<file path="src/rtl/button_conditioner.sv">
// button_conditioner: synchronizes and debounces three active-low board keys,
// emits one-cycle press pulses and keeps a start/stop run flag.
// Optional feature macro: BUTTON_CONDITIONER_AUTOREPEAT_EN adds auto-repeat
// press pulses on bit2 (change key) while it is held.
module button_conditioner #(
  parameter int DEBOUNCE_CYCLES = 1000000,
  parameter int LONG_CYCLES     = 50000000,
  parameter int REPEAT_CYCLES   = 20000000
) (
  input  logic       clk100_i,
  input  logic       rst_i,
  input  logic [2:0] keys_n_i,
  output logic [2:0] level_o,
  output logic [2:0] press_o,
  output logic       start_stop_reg_o
);

  localparam int DB_W = $clog2(DEBOUNCE_CYCLES + 1);
  // Counter value seen on the cycle before it would reach DEBOUNCE_CYCLES.
  localparam logic [DB_W-1:0] DB_LAST = DB_W'(DEBOUNCE_CYCLES - 1);

  if (DEBOUNCE_CYCLES < 1 || LONG_CYCLES < 1 || REPEAT_CYCLES < 1) begin : g_param_check
    $error("button_conditioner: cycle parameters must be >= 1");
  end

  logic [2:0]      sync1_q, sync2_q;
  logic [2:0]      s;
  logic [DB_W-1:0] db_cnt_q [3];
  logic [DB_W-1:0] db_cnt_d [3];
  logic [2:0]      level_q, level_d;
  logic [2:0]      press_q, press_d;
  logic            ss_q, ss_d;
  logic            rep_pulse;

  // Two-flop synchronizer; reset parks it at the released (high) level.
  always_ff @(posedge clk100_i or posedge rst_i) begin
    if (rst_i) begin
      sync1_q <= 3'b111;
      sync2_q <= 3'b111;
    end else begin
      sync1_q <= keys_n_i;
      sync2_q <= sync1_q;
    end
  end

  // Per-key debounce: count consecutive disagreeing samples, flip level on the last one.
  always_comb begin
    s       = ~sync2_q;
    level_d = level_q;
    for (int k = 0; k < 3; k++) begin
      db_cnt_d[k] = '0;
      if (s[k] != level_q[k]) begin
        if (db_cnt_q[k] == DB_LAST) begin
          level_d[k] = s[k];
        end else begin
          db_cnt_d[k] = db_cnt_q[k] + 1'b1;
        end
      end
    end
  end

`ifdef BUTTON_CONDITIONER_AUTOREPEAT_EN
  localparam int HOLD_MAX = (LONG_CYCLES > REPEAT_CYCLES) ? LONG_CYCLES : REPEAT_CYCLES;
  localparam int HOLD_W   = $clog2(HOLD_MAX + 1);
  localparam logic [HOLD_W-1:0] LONG_LAST = HOLD_W'(LONG_CYCLES - 1);
  localparam logic [HOLD_W-1:0] REP_LAST  = HOLD_W'(REPEAT_CYCLES - 1);

  logic [HOLD_W-1:0] hold_cnt_q, hold_cnt_d;
  logic              rep_q, rep_d;

  // Hold timer for bit2: first pulse after LONG_CYCLES, then every REPEAT_CYCLES;
  // only counts while the key stays accepted, so a release mid-count emits nothing.
  always_comb begin
    hold_cnt_d = '0;
    rep_d      = 1'b0;
    rep_pulse  = 1'b0;
    if (level_q[2] && level_d[2]) begin
      if ((!rep_q && hold_cnt_q == LONG_LAST) || (rep_q && hold_cnt_q == REP_LAST)) begin
        rep_pulse = 1'b1;
        rep_d     = 1'b1;
      end else begin
        hold_cnt_d = hold_cnt_q + 1'b1;
        rep_d      = rep_q;
      end
    end
  end

  // Hold timer state.
  always_ff @(posedge clk100_i or posedge rst_i) begin
    if (rst_i) begin
      hold_cnt_q <= '0;
      rep_q      <= 1'b0;
    end else begin
      hold_cnt_q <= hold_cnt_d;
      rep_q      <= rep_d;
    end
  end
`else
  assign rep_pulse = 1'b0;
`endif

  // Press pulses on accepted 0->1 edges (plus repeats on bit2); run flag follows press_o[0].
  always_comb begin
    press_d    = level_d & ~level_q;
    press_d[2] = press_d[2] | rep_pulse;
    ss_d       = ss_q ^ press_q[0];
  end

  // Debounce counters and registered outputs.
  always_ff @(posedge clk100_i or posedge rst_i) begin
    if (rst_i) begin
      for (int k = 0; k < 3; k++) db_cnt_q[k] <= '0;
      level_q <= '0;
      press_q <= '0;
      ss_q    <= 1'b0;
    end else begin
      for (int k = 0; k < 3; k++) db_cnt_q[k] <= db_cnt_d[k];
      level_q <= level_d;
      press_q <= press_d;
      ss_q    <= ss_d;
    end
  end

  assign level_o          = level_q;
  assign press_o          = press_q;
  assign start_stop_reg_o = ss_q;

endmodule

</file>
<file path="config.mk">
export PLATFORM = sky130hd
export DESIGN_NAME = button_conditioner
export DESIGN_NICKNAME = d
export VERILOG_FILES = /design/src/rtl/button_conditioner.sv
export SDC_FILE = /design/constraint.sdc
export NUM_CORES = 1
export LEC_CHECK = 0
export ABC_AREA = 1
export BUFFER_PORTS_ARGS = -buffer_cell sky130_fd_sc_hd__buf_2
export CAP_MARGIN = 10
export CORE_ASPECT_RATIO = 1.1
export CORE_MARGIN = 4
export CORE_UTILIZATION = 35
export CTS_BUF_LIST = sky130_fd_sc_hd__clkbuf_4 sky130_fd_sc_hd__clkbuf_8
export DETAILED_ROUTE_END_ITERATION = 10
export PLACE_DENSITY = 0.54
export SLEW_MARGIN = 0
export SYNTH_ARGS = -nofsm -noshare
export SYNTH_HDL_FRONTEND = slang
export SYNTH_SLANG_ARGS = --single-unit
</file>
<file path="constraint.sdc">
create_clock -name clk100_i -period 2 [get_ports clk100_i]
set_input_delay 0.1 -clock clk100_i [delete_from_list [all_inputs] [get_ports clk100_i]]
set_output_delay 0.1 -clock clk100_i [all_outputs]
set_load 0.05 [all_outputs]
</file>
Yosys cells after proc, flatten, opt, wreduce, memory -nomap -nowiden
Index checks and enable logic that the tools add are counted.

Add/sub/neg operators: 3. Multipliers: 0. Div/mod/pow operators: 0. $lt $le $gt $ge: 0. Equality and inequality tests: 6. Shift-type cells: 0. Multiplexer cells: 12. Bitwise gates (word level): 4. Reductions and logical operators: 0.

Operators with widths (count): 20-bit two-way mux (6); 20-bit by 1-bit adder with 20-bit output (second input constant) (3); 20-bit == test (second input constant) (3); 1-bit two-way mux (6); 3-bit inverter (2); 3-bit bitwise AND (1); 1-bit != test (3); 1-bit XOR (1).

Bits in registers: 73. Latch bits: 0. Memory bits (writable): 0. Memory bits (read-only): 0. Output and inout port bits: 7. Logic and storage cells: 33. Memories kept: 0.

Logic depth before layout (Yosys ltp)
Gate-level depths: netlist (run 1).

Word-level depth: 4. Mapped depth: 8.

Worst setup path before layout (run 1)
OpenSTA, ideal clock, no wires.

Kind: flip-flop to flip-flop. Start: register level_q[1] (netlist: level_o[1]). End: register db_cnt_q[22] (netlist name). Setup time: 0.088 ns. Data arrival time: 1.245 ns. Slack: 0.667 ns. Stages on the path, launching flop included: 4. Buffers on the path: 0. Path through: dfrtp_1 > xnor2_2 > inv_2 > nor3b_1.

RTL lines: from (decl) (RTL line 30) `logic [2:0] level_q, level_d;`; from (signal assigned) (RTL line 118) `level_q <= level_d;`; to (decl) (RTL line 28) `logic [DB_W-1:0] db_cnt_q [3];`.

==> summary.md, run 1 <==
| Metric | Value |
|---|---|
| Status | `finished clean` |
| Sequential element share of the synthesized area | `46.87%` |
| Drt via density | `4.638` |
| Final min period | `1.496 ns` |
| Clock skew | `0.01244 ns` |
| WP data required | `2.25 ns` |
| Maximum clock rate | `668.3 MHz` |
| RSZ-0062 raised after global routing | `no` |
| Initial core utilization | `35.87%` |
| Primary FF master, synth | `dfrtp_1` |
| PD cells | `roughly 660 nW/µm²` |
| Post-Syn Nets | `487` |
| Worst min path class | `flip-flop to flip-flop` |
| Mapped cell area | `3914 µm²` |
| Area contributors post-synth | `dfrtp_1 (43%), nor2_1 (11%), nand2_1 (7.1%)` |
| Post-synthesis async set-or-reset flop share | `100.0%` |
| Area Growth Syn to Fin | `13.24%` |
| Post-layout util | `around 41%` |
| Cts bufs inserted | `9` |
| Clk_lat worst skew | `0.36 ns` |
| Routed vias | `3047` |
| Multi-input combinational cell area | `1894 µm²` |
| DP HPWL | `5.976 mm` |
| # Post-CTS Setup Buffers | `0` |
| I/O Buffers | `11` |
| Sequential Area | `1834 µm²` |
| Share of post-route cells with drive strength above 1 | `roughly 15%` |
| Routed Antenna Nets | `0` |
| CP max FO | `5` |
| Reg clk slew, reported paths | `0.08 ns` |
| Drt total wl | `8.069 mm` |
| Cts repair resizes | `0` |
| Yosys cell types | `33` |
| Syn Inst Count | `479` |
| Final setup viols | `0` |
| # diodes | `0` |
| Post-synthesis area per instance | `8.171 µm²` |
| Tightest Pin Transition | `roughly 0.47 ns` |
| Critical path class | `flip-flop to flip-flop` |
| #FFs+latches synth | `73` |
| Vias in the first global route | `3089` |
| DIE WIDTH | `108.8 µm` |
| Core area | `10910 µm²` |
| CTS tree | `yes` |
| Most common cell in the netlist | `nor2_1` |
| Filler cells | `1136` |
| Commonest cells in the netlist | `nor2_1 (119), nand2_1 (74), dfrtp_1 (67)` |
| Drt wl/cell | `around 12 µm` |
| Clock Tree Root | `clkbuf_8` |
| LEAKAGE | `0.001925 µW` |
| Max-cap violations | `0` |
| Slew Viols, Final | `0` |
| Initial antenna violation count | `0` |
| First drt pass iteration count | `5` |
| Overall die height | `118.9 µm` |
| CTS sink cnt | `73` |
| All-Layer GR Usage | `14.21%` |
| Area leader, netlist | `dfrtp_1` |
| # nets final | `513` |
| Startpoint class of the critical path | `flip-flop` |
| Gpl congestion | `0.8192` |
| First-pass GRT wire length | `~15 mm` |
| Ports | `12` |
| Fin crit share | `74.82%` |
| Hold-fix buffer count after cts | `4` |
| Slew Limit Headroom | `between 60% and 70%` |
| H-Tree Level Count | `3` |
| Remaining Overflow, GRT | `0` |
| Area share of the largest cell type after synthesis | `42.84%` |
| Yosys warns | `0` |
| DRC Markers | `0` |
| CTS max path bufs | `2` |
| Arrival time at the worst endpoint | `1.74 ns` |
| First DRT Iteration DRCs | `156` |
| Post-synth EDFFs | `0` |
| Maximum vdd drop | `0.0002694 V` |
| Setup tns final | `0 ns` |
| Number of placement rows | `40` |
| Final hold violation count | `0` |
| Critical Path Sink Type | `flip-flop` |
| Die Footprint | `12940 µm²` |
| Largest net degree at the start of global routing | `74` |
## path summary, 6_finish.rpt
| path | to | slack, ns | cells after the start | start |
|---|---|---|---|---|
| setup / recovery | db_cnt_q[0] | 0.50 | 6 | db_cnt_q[0] |
| setup reg to reg | db_cnt_q[0] | 0.50 | 6 | db_cnt_q[0] |
| max in group asynchronous | sync1_q[2] | 1.28 | 4 | rst_i |
| hold / removal | sync2_q[2] | 0.35 | 0 | sync1_q[2] |
| hold reg to reg | sync2_q[2] | 0.35 | 0 | sync1_q[2] |
| min in group asynchronous | db_cnt_q[13] | 0.37 | 4 | rst_i |
## flip-flops by register name, summed over array words and instances (netlist names)
| name | cells |
|---|---|
| db_cnt_q | 60 |
| level_o | 3 |
| press_o | 3 |
| start_stop_reg_o | 1 |
| sync1_q | 3 |
| sync2_q | 3 |
## worst max-delay path: stages (launching register included)
cell,delay [ns]
dfrtp_1,0.38
ha_1,0.28
nand3_4,0.14
nor2_4,0.16
nand3_2,0.14
nand2_1,0.21
nor2_1,0.07
## layer usage
| metal | global-route usage (%) | up-vias | routed length, µm |
|---|---|---|---|
| li1 | - | 1572 | - |
| met1 | 18.66 | 1425 | 3875 |
| met2 | 22.49 | 43 | 3866 |
| met3 | 4.065 | 7 | 242 |
| met4 | 4.578 | 0 | 83 |
| met5 | 0 | - | 0 |
## metrics by stage
step,cell area [µm²],power [µW],cells,setup WS (ns),hold WS [ns]
floorplan,3914,1619,479,0.05666,0.1045
global placement,4168,1653,637,0.5355,0.2065
detailed placement,4168,1654,637,0.5065,0.2070
CTS,4432,2987,657,0.4984,0.3495
global route,4432,3076,657,0.3498,0.3437
finish,4432,2922,657,0.5036,0.3490
## final cells by class
| cell class | instances | share of cell area (%) |
|---|---|---|
| clock buffer | 10 | 2.964 |
| tap | 147 | 4.150 |
| multi-input combinational | 357 | 42.74 |
| clock inverter | 6 | 2.089 |
| sequential | 73 | 41.39 |
| inverter | 48 | 4.066 |
| timing repair buffer | 16 | 2.597 |
## cell families after synthesis
| group | after synthesis | synth area share [%] |
|---|---|---|
| XOR/XNOR | 36 | 8.632 |
| AND/OR/NAND/NOR | 302 | 36.61 |
| buffers and inverters | 49 | 4.731 |
| adder cells (fa/ha/maj) | 3 | 0.9592 |
| AO/OA/AOI/OAI | 16 | 2.206 |
| flip-flops | 73 | 46.87 |
## layout by cell type (no fill, tap or decap), types with 2 or more instances in the layout
cell type        n
a21oi_1          8
xnor2_1          9
nand4_1         10
clkinv_4         2
ha_1             3
dfstp_2          6
nor3_1           6
nand3_1         52
bufinv_16        2
nor2_4           5
clkbuf_8         9
nor3_4           2
inv_2            5
dlygate4sd3_1    4
o21ai_1          4
nor2_2          11
xor2_1          24
o21ai_0          2
xnor2_2          3
clkinvlp_4       2
buf_2           11
nor2_1         119
inv_1           42
nand2_2         11
nand2_1         74
dfrtp_1         67
nand3_2          4
## power by group
part | switching (µW) | internal (µW) | total, µW
Clock | 576 | 720 | 1300
Sequential | 17.3 | 1500 | 1520
Combinational | 71.8 | 36.1 | 108
No activity file was read; power rests on OpenSTA's default activity.
==> run 2: changes to the inputs <==
==> constraint.sdc (replaced) <==
create_clock -name clk100_i -period 1.2 [get_ports clk100_i]
set_input_delay 0.06 -clock clk100_i [delete_from_list [all_inputs] [get_ports clk100_i]]
set_output_delay 0.06 -clock clk100_i [all_outputs]
set_load 0.05 [all_outputs]
==> run 2 against run 1 <==
  * The flow now finishes with violations (negative setup slack)
  * Non-clock buffer count is 120 higher
  * Setup slack got worse by 0.69 ns
  * Power up 60%
  * Maximum frequency is 8.1% higher
  * Core utilization grew 15 points
==> summary.md, run 2 (synthesized netlist as in run 1, its figures left out) <==
| Metric | Value |
|---|---|
| Biggest register | `db_cnt_q` |
| Initial antenna violation count | `0 (unchanged)` |
| Int Pwr | `3503 µW (+55%)` |
| Clk_lat worst skew | `0.35 ns (about the same)` |
| Filler cells | `1000 (-12%)` |
| Reg clk slew, reported paths | `0.08 ns (about the same)` |
| Placed instance area | `4957 µm² (+19%)` |
| Number of placement rows | `40 (unchanged)` |
| I/O Buffers | `11 (unchanged)` |
| Status | `finished with violations` |
| # nets final | `633 (+23%)` |
| Combinational group share of total power | `7.3% (+3.6 points)` |
| Max reg flops | `60 (unchanged)` |
| Hold Slack | `0.3311 ns (-0.01793 ns)` |
| Largest net degree at the start of global routing | `56 (-24%)` |
| # diodes | `0 (unchanged)` |
| Cts bufs inserted | `9 (unchanged)` |
| DRC Markers | `0 (unchanged)` |
| Max-cap violations | `0 (unchanged)` |
| Sw frac | `24.87% (+2.1 points)` |
| RSZ-0062 raised after global routing | `yes` |
| Slew Viols, Final | `0 (unchanged)` |
| Clock Tree Root | `clkbuf_8` |
| All-Layer GR Usage | `16.20% (+2.0 points)` |
| Critical path class | `flip-flop to flip-flop` |
| First drt pass iteration count | `7 (+2)` |
| First-pass GRT wire length | `16.66 mm (+14%)` |
| Startpoint class of the critical path | `flip-flop` |
| Tightest Pin Transition | `0.3044 ns (-0.1704 ns)` |
| Sequential share of power | `54.5% (+2.6 points)` |
| Core area | `10910 µm² (unchanged)` |
| Drt via density | `4.654 (+0.35%)` |
| Failing checks | `negative setup slack` |
| Area Growth Syn to Fin | `54.54%` |
| Gpl congestion | `0.8303 (+1.4%)` |
| Commonest non-fill, non-tap cell in the layout | `buf_4` |
| Reg2Reg Depth | `7 (+1)` |
| Critical Path Sink Type | `flip-flop` |
| Remaining Overflow, GRT | `0 (unchanged)` |
| Share of post-route cells with drive strength above 1 | `49.52% (+34 points)` |
| Initial core utilization | `35.87% (unchanged)` |
| Final hold violation count | `0 (unchanged)` |
| DP HPWL | `6.788 mm (+14%)` |
| Slew Limit Headroom | `79.65% (+11 points)` |
| Drt wl/cell | `13.25 µm (+7.9%)` |
| Maximum clock rate | `722.1 MHz (+8.1%)` |
| CTS sink cnt | `73 (unchanged)` |
| Setup tns final | `-6.094 ns (-6.094 ns)` |
| Maximum vdd drop | `0.0005525 V (+110%)` |
| Worst min path class | `primary input to asynchronous set/reset pin` |
| Final setup viols | `55 (+55)` |
| Clk pwr share | `38.2% (-6.2 points)` |
| Arrival time at the worst endpoint | `1.63 ns (-0.11 ns)` |
| DIE WIDTH | `108.8 µm (unchanged)` |
| Net Sw Power | `1160 µW (+74%)` |
| PD cells | `770.8 nW/µm² (+17%)` |
| Vias in the first global route | `3677 (+19%)` |
| Overall die height | `118.9 µm (unchanged)` |
| First DRT Iteration DRCs | `172 (+10%)` |
| Die Footprint | `12940 µm² (unchanged)` |
| CTS max path bufs | `2 (unchanged)` |
| Routed Antenna Nets | `0 (unchanged)` |
| LEAKAGE | `0.002743 µW (+43%)` |
| Clock skew | `0.01142 ns (-0.001020 ns)` |
| Drt total wl | `10.29 mm (+28%)` |
| H-Tree Level Count | `3 (unchanged)` |
| Worst Setup Slack, final | `-0.1848 ns (-0.6884 ns)` |
| Commonest cells after routing, fill and taps aside | `buf_4 (99), nor2_1 (75), nand2_1 (59)` |
| Post-layout util | `55.44% (+15 points)` |
| CTS tree | `yes` |
| Ports | `12 (unchanged)` |
| Final instance area | `6048 µm² (+36%)` |
| CP max FO | `4 (-1)` |
| Final min period | `1.385 ns (-0.1116 ns)` |
| Fin crit share | `115.4% (+41 points)` |
| Routed vias | `3616 (+19%)` |
| WP data required | `1.45 ns (-0.80 ns)` |
## run 2: final timing paths
path	start	endpoint	slack, ns
setup / recovery	db_cnt_q[21]	db_cnt_q[29]	-0.18
hold / removal	rst_i	db_cnt_q[50]	0.33
setup reg to reg	db_cnt_q[21]	db_cnt_q[29]	-0.18
hold reg to reg	sync1_q[1]	sync2_q[1]	0.35
max in group asynchronous	rst_i	sync1_q[1]	0.56
min in group clk100_i	keys_n_i[2]	sync1_q[2]	0.35
## run 2: layer usage
layer / vias up / GRT usage [%] / wire [µm]
met4: 0 / 5.762 / 142
met2: 42 / 27.70 / 5464
met1: 1753 / 20.09 / 4404
li1: 1811 / - / -
met5: - / 0 / 0
met3: 10 / 3.198 / 280
## run 2: stage by stage
step,total power [µW],setup WS (ns),std cells
floorplan,2720,-0.06786,479
global placement,2820,-0.1545,730
detailed placement,2827,-0.2265,730
CTS,4683,-0.1688,762
global route,4880,-0.2749,777
finish,4662,-0.1848,777
## run 2: critical path, stage by stage, from the launching register on
cell     delay (ns)
dfrtp_1        0.41
buf_6          0.13
nand2_4        0.05
nor2_4         0.19
nand2_4        0.11
nor2_4         0.15
xor2_2         0.20
nor2_4         0.05
## run 2: power groups by stage
stage               sequential [µW]  combinational (µW)  clock (µW)
CTS                            2540                 292        1860
global route                   2550                 376        1960
finish                         2540                 341        1780
global placement               2580                 239           0
detailed placement             2580                 243           0
floorplan                      2580                 141           0
## run 2: layout make-up
cell class / instances / area, µm² / share of cell area, %
clock buffer: 12 / 152.6 / 2.524
clock inverter: 4 / 20.02 / 0.3310
sequential: 73 / 1846 / 30.51
multi-input combinational: 357 / 2549 / 42.14
timing repair buffer: 136 / 1109 / 18.33
tap: 147 / 183.9 / 3.041
inverter: 48 / 188.9 / 3.124
## run 2: what timing repair did
action	CTS	global route
pin swaps	32	43
hold endpoints to repair	70	0
buffers inserted	12	16
endpoints found under the setup margin	57	64
hold buffers	4	0
resized for setup	68	103
==> run 3: changes to the inputs <==
--- a/config.mk
+++ b/config.mk
@@ -13,6 +13,7 @@
 export CORE_UTILIZATION = 35
 export CTS_BUF_LIST = sky130_fd_sc_hd__clkbuf_4 sky130_fd_sc_hd__clkbuf_8
 export DETAILED_ROUTE_END_ITERATION = 10
+export MAX_ROUTING_LAYER = met4
 export PLACE_DENSITY = 0.54
 export SLEW_MARGIN = 0
 export SYNTH_ARGS = -nofsm -noshare
==> run 3 against run 2 <==
  * The run still ends with negative setup slack left
  * Critical path depth shrank 1
  * Clock-buffer cell count is the same
  * Power shrank 0.25%
  * Register-to-register slack is essentially flat
  * Via count grew 0.83%
  * Combinational power is essentially flat
  * Global-route usage grew 0.47 points
  * Largest cell class unchanged
  * Largest power group unchanged
  * Highest routed layer unchanged
==> summary.md, run 3 (synthesized netlist as in run 1, its figures left out) <==
| Metric | Value |
|---|---|
| Maximum clock rate | `723.2 MHz (+0.15%)` |
| Final min period | `1.383 ns (-0.002044 ns)` |
| Final setup viols | `55 (unchanged)` |
| Reg2Reg Setup Slack | `-0.18 ns (about the same)` |
| Top Usage Layer GRT | `met2` |
| LEAKAGE | `0.002761 µW (+0.64%)` |
| Biggest register | `db_cnt_q` |
| GR met3 Demand/Resource | `3.198% (unchanged)` |
| Overall die height | `118.9 µm (unchanged)` |
| Critical Path Sink Type | `flip-flop` |
| Number of placement rows | `40 (unchanged)` |
| R2r startpoint | `db_cnt_q[0]` |
| CTS max path bufs | `2 (unchanged)` |
| First drt pass iteration count | `4 (-3)` |
| Commonest non-fill, non-tap cell in the layout | `buf_4` |
| Int Pwr | `3503 µW (about the same)` |
| Setup tns final | `-6.171 ns (-0.07719 ns)` |
| First-pass GRT wire length | `16.68 mm (about the same)` |
| Initial core utilization | `35.87% (unchanged)` |
| Clk_lat worst skew | `0.35 ns (about the same)` |
| Cts bufs inserted | `9 (unchanged)` |
| Slew Limit Headroom | `80.10% (+0.45 points)` |
| Slowest stage cell, crit path | `dfrtp_1` |
| Critical Path, Cell by Cell | `ha_2, nand3_4, nor3_4, nand2_2, xor2_1, nor2_2` |
| Drt via density | `4.692 (+0.83%)` |
| Status | `finished with violations` |
| Sequential share of power | `54.7% (+0.2 points)` |
| M2 GR Usage | `27.67% (-0.039 points)` |
| Gpl congestion | `0.8430 (+1.5%)` |
| Clock Tree Root | `clkbuf_8` |
| Arrival time at the worst endpoint | `1.63 ns (about the same)` |
| Clock skew | `0.01073 ns (-0.0006853 ns)` |
| Core area | `10910 µm² (unchanged)` |
| Worst Setup Slack, final | `-0.1828 ns (+0.002044 ns)` |
| Routed vias | `3646 (+0.83%)` |
| Startpoint class of the critical path | `flip-flop` |
| Worst min path class | `primary input to asynchronous set/reset pin` |
| Grt met1 use | `20.19% (+0.10 points)` |
| # nets final | `633 (unchanged)` |
| Die Footprint | `12940 µm² (unchanged)` |
| Share of post-route cells with drive strength above 1 | `49.84% (+0.32 points)` |
| Reg2reg end | `db_cnt_q[12]` |
| # diodes | `0 (unchanged)` |
| CP max stage delay | `0.36 ns (-0.05 ns)` |
| Tightest Pin Transition | `0.2977 ns (-0.006712 ns)` |
| CP max FO | `4 (unchanged)` |
| Worst path top cell family by delay | `simple AND/OR/NAND/NOR gates` |
| H-Tree Level Count | `3 (unchanged)` |
| DIE WIDTH | `108.8 µm (unchanged)` |
| All-Layer GR Usage | `16.67% (+0.47 points)` |
| Reg2Reg Depth | `6 (-1)` |
| PD cells | `766.4 nW/µm² (-0.57%)` |
| Post-layout util | `55.62% (+0.18 points)` |
| First DRT Iteration DRCs | `164 (-4.7%)` |
| CTS sink cnt | `73 (unchanged)` |
| Area Growth Syn to Fin | `55.05%` |
| CP Buf/Inv Count | `0 (-1)` |
| Net Sw Power | `1148 µW (-1.0%)` |
| Combinational group share of total power | `7.4% (about the same)` |
| Maximum vdd drop | `0.0005489 V (-0.64%)` |
| Fin crit share | `115.2% (-0.17 points)` |
| CTS tree | `yes` |
| Failing checks | `negative setup slack` |
| Ports | `12 (unchanged)` |
| Routed Antenna Nets | `0 (unchanged)` |
| Drt total wl | `10.28 mm (about the same)` |
| Pre-CTS WS | `-0.2265 ns (unchanged)` |
| Remaining Overflow, GRT | `0 (unchanged)` |
| Max reg flops | `60 (unchanged)` |
| Clk pwr share | `38.0% (-0.2 points)` |
| RSZ-0062 raised after global routing | `yes` |
| Commonest cells after routing, fill and taps aside | `buf_4 (100), nor2_1 (77), nand2_1 (58)` |
| Critical path class | `flip-flop to flip-flop` |
| Slew Viols, Final | `0 (unchanged)` |
| DP HPWL | `6.788 mm (unchanged)` |
| Final hold violation count | `0 (unchanged)` |
| I/O Buffers | `11 (unchanged)` |
| Reg clk slew, reported paths | `0.08 ns (about the same)` |
| WP data required | `1.44 ns (about the same)` |
| Initial antenna violation count | `0 (unchanged)` |
| Vias in the first global route | `3672 (-0.14%)` |
| DRC Markers | `0 (unchanged)` |
| Max-cap violations | `0 (unchanged)` |
| Drt wl/cell | `13.23 µm (about the same)` |
| Largest net degree at the start of global routing | `56 (unchanged)` |
| Sw frac | `24.68% (-0.19 points)` |
## run 3: metrics by stage
stage	hold slack [ns]	cell area, µm²	instances	total power (µW)
5_1_grt	0.3364	6068	777	4878
2_1_floorplan	0.06448	4005	479	2720
4_1_cts	0.3232	5523	762	4683
3_5_place_dp	0.1588	4957	730	2827
6_report	0.3341	6068	777	4651
3_3_place_gp	0.1592	4957	730	2820
## run 3: area by class of cell
type / instances / area (µm²)
clock buffer: 12 / 152.6
clock inverter: 4 / 20.02
fill: 1000 / 4842
multi-input combinational: 357 / 2571
sequential: 73 / 1847
tap: 147 / 183.9
timing repair buffer: 136 / 1105
inverter: 48 / 188.9
## run 3: metal layers
layer | up-vias | wire (µm)
li1 | 1812 | -
met2 | 48 | 5488
met4 | 0 | 153
met1 | 1775 | 4356
met5 | - | 0
met3 | 11 | 283
## run 3: worst max-delay path by stage
| stage | start | to | slack, ns | cells after the start |
|---|---|---|---|---|
| global placement | db_cnt_q[20] | db_cnt_q[37] | -0.15 | 8 |
| detailed placement | db_cnt_q[20] | db_cnt_q[21] | -0.23 | 8 |
| finish | db_cnt_q[0] | db_cnt_q[12] | -0.18 | 6 |
| global route | db_cnt_q[30] | db_cnt_q[39] | -0.29 | 7 |
| CTS | db_cnt_q[20] | db_cnt_q[26] | -0.17 | 8 |
| floorplan | db_cnt_q[0] | db_cnt_q[12] | -0.07 | 6 |
## run 3: tightest hold or removal path: stages
cell and delay (ns):
dlygate4sd3_1 0.53, buf_2 0.13, clkinvlp_4 0.08, buf_12 0.27
## run 3: what timing repair did
action / CTS / global route
hold endpoints to repair: 70 / 0
endpoints found under the setup margin: 57 / 64
resized for setup: 68 / 106
hold buffers: 4 / 0
pin swaps: 32 / 46
buffers inserted: 12 / 16
## run 3: power groups by stage
stage,Combinational [µW],Clock [µW],Sequential (µW)
finish,342,1770,2540
CTS,292,1860,2540
detailed placement,243,0,2580
floorplan,141,0,2580
global route,377,1950,2550
global placement,239,0,2580
